[config.mk]
export PLATFORM = sky130hd
export DESIGN_NAME = kb_answer_entry
export DESIGN_NICKNAME = d
export VERILOG_FILES = /design/src/rtl/kb_answer_entry.sv
export SDC_FILE = /design/constraint.sdc
export NUM_CORES = 1
export LEC_CHECK = 0
export ABC_AREA = 1
export BUFFER_PORTS_ARGS = -buffer_cell sky130_fd_sc_hd__buf_4
export CAP_MARGIN = 20
export CORE_UTILIZATION = 25
export DETAILED_ROUTE_END_ITERATION = 7
export GPL_ROUTABILITY_DRIVEN = 1
export PLACE_DENSITY = 0.37
export SKIP_CTS_REPAIR_TIMING = 1
export SLEW_MARGIN = 15
export SYNTH_ARGS = -nofsm -noshare
export SYNTH_HDL_FRONTEND = slang
export SYNTH_SLANG_ARGS = --single-unit
export TNS_END_PERCENT = 30
[constraint.sdc]
create_clock -name clock -period 3.03 [get_ports clock]
set_clock_uncertainty 0.1 [all_clocks]
set_input_delay 0.606 -clock clock [delete_from_list [all_inputs] [get_ports clock]]
set_output_delay 0.606 -clock clock [all_outputs]
set_load 0.005 [all_outputs]
[src/rtl/kb_answer_entry.sv]
// Keyboard answer entry for the arithmetic game.
// Turns decoded PS/2 set-2 bytes into a decimal answer (kb_result). Backspace
// is supported. Enter commits the answer with a one-cycle answer_ready pulse
// and locks the entry until new_ques clears and re-arms it. A small prefix
// tracker keeps break (F0) and extended (E0) sequences aligned, so released
// keys never act as presses.
module kb_answer_entry #(
   parameter int MAX_DIGITS = 3,
   parameter int MAX_VALUE  = 127
) (
   input  logic       clock,
   input  logic       reset_n,
   input  logic [7:0] scan_code,
   input  logic       scan_valid,
   input  logic       new_ques,
   output logic [6:0] kb_result,
   output logic [1:0] digit_count,
   output logic       answer_ready,
   output logic       locked,
   output logic       reject
);

   localparam logic [7:0] CODE_ENTER = 8'h5A;
   localparam logic [7:0] CODE_BKSP  = 8'h66;
   localparam logic [7:0] CODE_BREAK = 8'hF0;
   localparam logic [7:0] CODE_EXT   = 8'hE0;

   typedef enum logic [1:0] {
      IDLE  = 2'd0,
      BREAK = 2'd1,
      EXT   = 2'd2
   } state_t;

   state_t      state;
   state_t      state_nx;
   logic [6:0]  result_nx;
   logic [1:0]  count_nx;
   logic        locked_nx;
   logic        ready_nx;
   logic        reject_nx;
   logic        is_make;
   logic        is_ext_enter;
   logic [4:0]  key_digit;
   logic [10:0] appended;
   logic        count_full;
   logic        too_big;

   // Map a scan code to {hit, digit}. Main-row and keypad digits are both
   // accepted.
   function automatic logic [4:0] decode_digit(input logic [7:0] code);
      case (code)
         8'h45, 8'h70: decode_digit = {1'b1, 4'd0};
         8'h16, 8'h69: decode_digit = {1'b1, 4'd1};
         8'h1E, 8'h72: decode_digit = {1'b1, 4'd2};
         8'h26, 8'h7A: decode_digit = {1'b1, 4'd3};
         8'h25, 8'h6B: decode_digit = {1'b1, 4'd4};
         8'h2E, 8'h73: decode_digit = {1'b1, 4'd5};
         8'h36, 8'h74: decode_digit = {1'b1, 4'd6};
         8'h3D, 8'h6C: decode_digit = {1'b1, 4'd7};
         8'h3E, 8'h75: decode_digit = {1'b1, 4'd8};
         8'h46, 8'h7D: decode_digit = {1'b1, 4'd9};
         default:      decode_digit = {1'b0, 4'd0};
      endcase
   endfunction

   assign key_digit = decode_digit(scan_code);
   // The value is computed 11 bits wide, so an overflow past 127 is still
   // visible and can be compared against the limit.
   assign appended   = ({4'd0, kb_result} * 11'd10) + {7'd0, key_digit[3:0]};
   assign count_full = (digit_count == 2'(MAX_DIGITS));
   assign too_big    = (appended > 11'(MAX_VALUE));

   // Next-state logic for the prefix tracker and the answer entry.
   always_comb begin
      state_nx     = state;
      result_nx    = kb_result;
      count_nx     = digit_count;
      locked_nx    = locked;
      ready_nx     = 1'b0;
      reject_nx    = 1'b0;
      is_make      = 1'b0;
      is_ext_enter = 1'b0;
      if (new_ques) begin
         state_nx  = IDLE;
         result_nx = 7'd0;
         count_nx  = 2'd0;
         locked_nx = 1'b0;
      end else if (scan_valid) begin
         case (state)
            IDLE: begin
               if (scan_code == CODE_BREAK) begin
                  state_nx = BREAK;
               end else if (scan_code == CODE_EXT) begin
                  state_nx = EXT;
               end else begin
                  is_make = 1'b1;
               end
            end
            BREAK: begin
               state_nx = IDLE;
            end
            EXT: begin
               if (scan_code == CODE_BREAK) begin
                  state_nx = BREAK;
               end else begin
                  state_nx     = IDLE;
                  is_ext_enter = (scan_code == CODE_ENTER);
               end
            end
            default: begin
               state_nx = IDLE;
            end
         endcase
         // A locked entry ignores key actions, but the prefix tracker above
         // keeps running so that break codes stay aligned.
         if (locked) begin
            locked_nx = 1'b1;
         end else if (is_make && key_digit[4]) begin
            if (count_full || too_big) begin
               reject_nx = 1'b1;
            end else begin
               result_nx = appended[6:0];
               count_nx  = digit_count + 2'd1;
            end
         end else if (is_make && (scan_code == CODE_BKSP)) begin
            if (digit_count != 2'd0) begin
               result_nx = kb_result / 7'd10;
               count_nx  = digit_count - 2'd1;
            end else begin
               count_nx = 2'd0;
            end
         end else if (is_ext_enter || (is_make && (scan_code == CODE_ENTER))) begin
            if (digit_count != 2'd0) begin
               ready_nx  = 1'b1;
               locked_nx = 1'b1;
            end else begin
               locked_nx = 1'b0;
            end
         end else begin
            locked_nx = locked;
         end
      end else begin
         state_nx = state;
      end
   end

   // Register the prefix state and all outputs.
   always_ff @(posedge clock or negedge reset_n) begin
      if (!reset_n) begin
         state        <= IDLE;
         kb_result    <= 7'd0;
         digit_count  <= 2'd0;
         locked       <= 1'b0;
         answer_ready <= 1'b0;
         reject       <= 1'b0;
      end else begin
         state        <= state_nx;
         kb_result    <= result_nx;
         digit_count  <= count_nx;
         locked       <= locked_nx;
         answer_ready <= ready_nx;
         reject       <= reject_nx;
      end
   end

endmodule

* Word level (Yosys, flattened, before mapping)
Cells that the tools add are included.
Storage, ports and cells: flip-flop bits (word level) 14, output and inout bits 12, word-level logic and storage cells 109, input bits 12
Operators by class: equal/unequal tests 29, add/sub/neg operators 3, multipliers 1, muxes and demuxes 45, reductions and logical operators 23, divide/modulo/power cells 1, $lt $le $gt $ge 1
Operators by type and width (number):
- $eq A8 B7 Y1 const B | 14
- $pmux W5 S10 | 1
- $mux W7 | 7
- $eq A8 B6 Y1 const B | 6
- $mux W1 | 25
- $mux W2 | 11
- $reduce_or A2 Y1 | 10
- $eq A8 B5 Y1 const B | 2
- $eq A8 B8 Y1 const B | 2
- $add A11 B4 Y11 | 1
- $gt A11 B7 Y1 const B | 1
- $mul A7 B3 Y10 const B | 1
- $div A7 B4 Y7 const B | 1
- $reduce_bool A3 Y1 | 2
- $reduce_and A5 Y1 | 1
- $eq A2 B2 Y1 const B | 2
- $ne A4 B4 Y1 const B | 1
- $pmux W2 S2 | 1
- $reduce_and A4 Y1 | 1
- $reduce_bool A2 Y1 | 2
- $logic_and A1 B1 Y1 | 3
- $ne A3 B3 Y1 const B | 1
- $add A2 B1 Y2 const B | 1
- $logic_not A2 Y1 | 1
- other kinds (4) | 5

* Longest topological paths before layout
depth after elaboration 14, mapped depth 21

* Least setup slack after synthesis
No wires, ideal clock.
path kind input -> register, from input scan_code[7], to register kb_result[0], path buffers 0, data required time 2812 ps, library setup time 118 ps, path slack 246 ps, arrival 2566 ps, cell stages on the path 19, cell sequence inv_2 > nand2_2 > nor2_8 > and2_4 > nor2_4 > nand2_2 > nor2_2 > inv_1 > fa_1 > nand2_1 > a21oi_1 > nand3b_1 > nand2_1 > nand2_1 > nand3_1 > nand4_1 > nand4_2 > nand2_1 > nand2_1
On the way: cells in the longest elaborated chain, start to end 11, elaborated cells between the ends (all ways) 53, classes of those cells add/sub: 1; order compare: 1; eq/ne: 24; mux: 11; reduce/logical: 16
Ends and longest elaborated chain:
- from (decl) | RTL line 13 | input logic [7:0] scan_code,
- branches (longest 11 deep; another with $add A11 B4 Y11)
- to (signal assigned) | RTL line 158 | kb_result <= result_nx;
- to (decl) | RTL line 16 | output logic [6:0] kb_result,
Several ways; the timed one is not identified. The select of a mux whose other input is x is not followed. A chain may end at the register's enable or synchronous reset.

* Worst setup path in the final report
from input scan_code[6], to register kb_result[4]
Same word-level chain as after synthesis.

==> results.md <==
- Status: complete, no violations
- Antenna diodes: 0
- Detailed Routing Iterations Pass 1: 4
- Fin. Hold Viols: 0
- Number of synthesized flops with an enable pin: 0
- Via-to-Cell Ratio: roughly 4.4
- Gr ovfl total: 0
- Worst skew pair latency: 0.24 ns
- Max Clock Freq: ~360 MHz
- Crit path from: scan_code[6]
- Remaining DRCs: 0
- Post-Place Cells: about 440
- Worst endpoint required time: roughly 3.1 ns
- Post-Syn Area per Cell: roughly 6.4 sq um
- Area grow syn2layout: 30.65%
- First-pass GRT wire length: 8493 um
- Mapped Cells: 297
- Power per Cell Area: 225.6 nW/um^2
- Commonest non-fill, non-tap cell in the layout: nand2_1
- Max-slew violation count: 0
- Clk buf depth: 2
- Syn_nets: about 330
- Final setup fails: 0
- Final Util: 34.05%
- Largest net degree at the start of global routing: 15
- Register area share after synthesis: approximately 18%
- RePlAce Congestion: between 0.7 and 0.8
- Static Leak: 1.354 nW
- Post-route ant nets: 0
- Post-DP HPWL: between 4000 and 5000 um
- Initial Utilization: about a quarter
- Setup crit end kind: register
- FP Rows: 31
- CTS buffer count: 3
- GRT Util Overall: between 10 and 15%
- Final Critical Period: approximately 2.8 ns
- Worst IR drop on VDD: between 200 and 250 uV
- Antenna violations before repair: 0
- 1st-iter DRT viols: 24
- Synthesized flop and latch total: 14
- CTS tree: done
- Core area: 7331 sq um
- Area after DPL: 2382 sq um
- Worst slew pin tran: roughly 0.43 ns
- IO Pins: 24
- Reg2reg setup slack: a little over 0.4 ns
- Synth cell types: 33
- Setup_tns: 0 ns
- Critical Path AT: approximately 2.9 ns
- Wirelength, routed: 5306 um
- Die X: a little under 90 um
- CP startpoint kind: input port
- H-tree depth: 1
- Die ar.: between 7000 and 8000 sq um
- Die Ht: between 80 and 90 um
- Clock Sink Count: 14
- Most frequent cells in the layout: 87 x nand2_1, 49 x buf_4, 34 x nor2_1
- Final worst slack: about 0.24 ns
- Vias in the first global route: roughly 1,900
- Top_reg_cell synth: dfrtp_1
- Seq. cell area: 350.3 sq um
- Yosys warnings: 0
- Mapped Area: ~1900 sq um
- Worst slew margin: a little under three quarters
- Layout filler cell count: between 800 and 900
- RSZ-0062 raised after global routing: false
- Worst Reg-to-Reg Cells: 15
- Worst-path fanout max: 5
- Setup WS pre-CTS: -0.1564 ns
- Reg clk slew, reported paths: ~0.06 ns
- Vias post-DR: between 1,500 and 2,000
- Max-cap violations: 0
- HP Class: input port to async pin
- Worst r2r src: kb_result[3]
- IO Port Bufs: 23
- Post-route cell area: 2496 sq um
- Nets: 380
- Layout cell share with drive strength beyond 1: 28.94%
- Clk Tree Root Cell: clkbuf_8
- Post-route clock period utilization: 92.08%
- Cell Count, Final, Fillers Out: ~450
- Multi-input logic area: about 1500 sq um
- DR WL/cell: between 10 and 15 um
- Post-synth ARST share: between 90% and 100%
- Worst Path Class, Setup: input port to register
## cells in the mapped netlist, types with 2 or more instances
master | number | area share (%)
nand2_1 | 87 | 17
nor2_1 | 34 | 6.7
inv_1 | 31 | 6.1
nand3_1 | 28 | 7.3
ha_1 | 16 | 10
dfrtp_1 | 14 | 18
nand2_2 | 12 | 3.9
a21oi_1 | 8 | 2.1
inv_2 | 8 | 1.6
nor3_1 | 8 | 2.1
nand2_4 | 5 | 2.9
nand4_1 | 4 | 1.3
nor2_2 | 4 | 1.3
o21ai_0 | 4 | 1.0
nand3b_1 | 3 | 1.2
o21ai_1 | 3 | 0.79
xnor2_1 | 3 | 1.4
and2_4 | 2 | 0.92
fa_1 | 2 | 2.1
nand3_2 | 2 | 1.0
nand4_2 | 2 | 1.3
nor2_4 | 2 | 1.2
nor2_8 | 2 | 2.1
nor3_2 | 2 | 1.0
o21ai_2 | 2 | 0.92
or2_2 | 2 | 0.65
## final cells by class
class | instances | share of cell area (%)
multi-input combinational | 243 | 58.20
timing repair buffer | 49 | 14.74
sequential | 14 | 14.04
inverter | 39 | 5.865
tap | 99 | 4.962
clock buffer | 4 | 2.206
## per-stage QoR
step / power (mW) / hold slack (ns)
after floorplan: 0.3039 / 0.2104
after global placement: 0.3793 / 0.3749
after detailed placement: 0.3773 / 0.3719
after CTS: 0.5682 / 0.1043
after global routing: 0.6016 / 0.1088
final: 0.5630 / 0.1017
## kinds of logic (layout without fill, tap and decap cells)
| group | count (synthesis) | count (layout) | synth area share, % |
|---|---|---|---|
| flops | 14 | 14 | 18.34 |
| compound gates | 21 | 21 | 6.418 |
| xor+xnor | 4 | 4 | 1.834 |
| simple gates | 199 | 200 | 52.13 |
| buf+inv | 41 | 92 | 8.709 |
| fa+ha+maj | 18 | 18 | 12.57 |
## flip-flops by register name (all words and copies together) (netlist names)
signal and count:
locked 1, reject 1, answer_ready 1, state 2, digit_count 2, kb_result 7
## layer usage
layer  share of wire [%]  track usage, %
met1                  45           15.72
met2                  52           28.73
met3                 2.0           1.939
met4                0.85           1.587
met5                   0               0
## report_power, final
group          switching [mW]  total, mW  internal (mW)  leakage (nW)
logic                   0.108      0.179         0.0711          1.13
clock network          0.0710      0.186          0.115        0.0288
registers             0.00585      0.198          0.192         0.195
total                   0.185      0.563          0.378          1.35
## critical path: stages
cell      delay, ns
buf_4          0.11
inv_2          0.04
nand2_1        0.10
nor2_1         0.09
nand2_2        0.07
nand2_2        0.06
nor2_4         0.11
nand3_1        0.08
ha_1           0.21
fa_1           0.38
nand2_1        0.07
a21oi_1        0.07
nand3b_1       0.11
nand2_1        0.06
nand2_1        0.06
nand3_2        0.12
nand3_4        0.13
nand3_4        0.10
nand2_4        0.12
nand3_1        0.09
nand2_1        0.07
## final timing paths
kind | end
worst max-delay path | kb_result[4]
worst min register to register | answer_ready
min in group clock | answer_ready
worst max register to register | kb_result[4]
max in group asynchronous | digit_count[0]
worst min-delay path | state[1]
(Power assumes the default switching activity.)
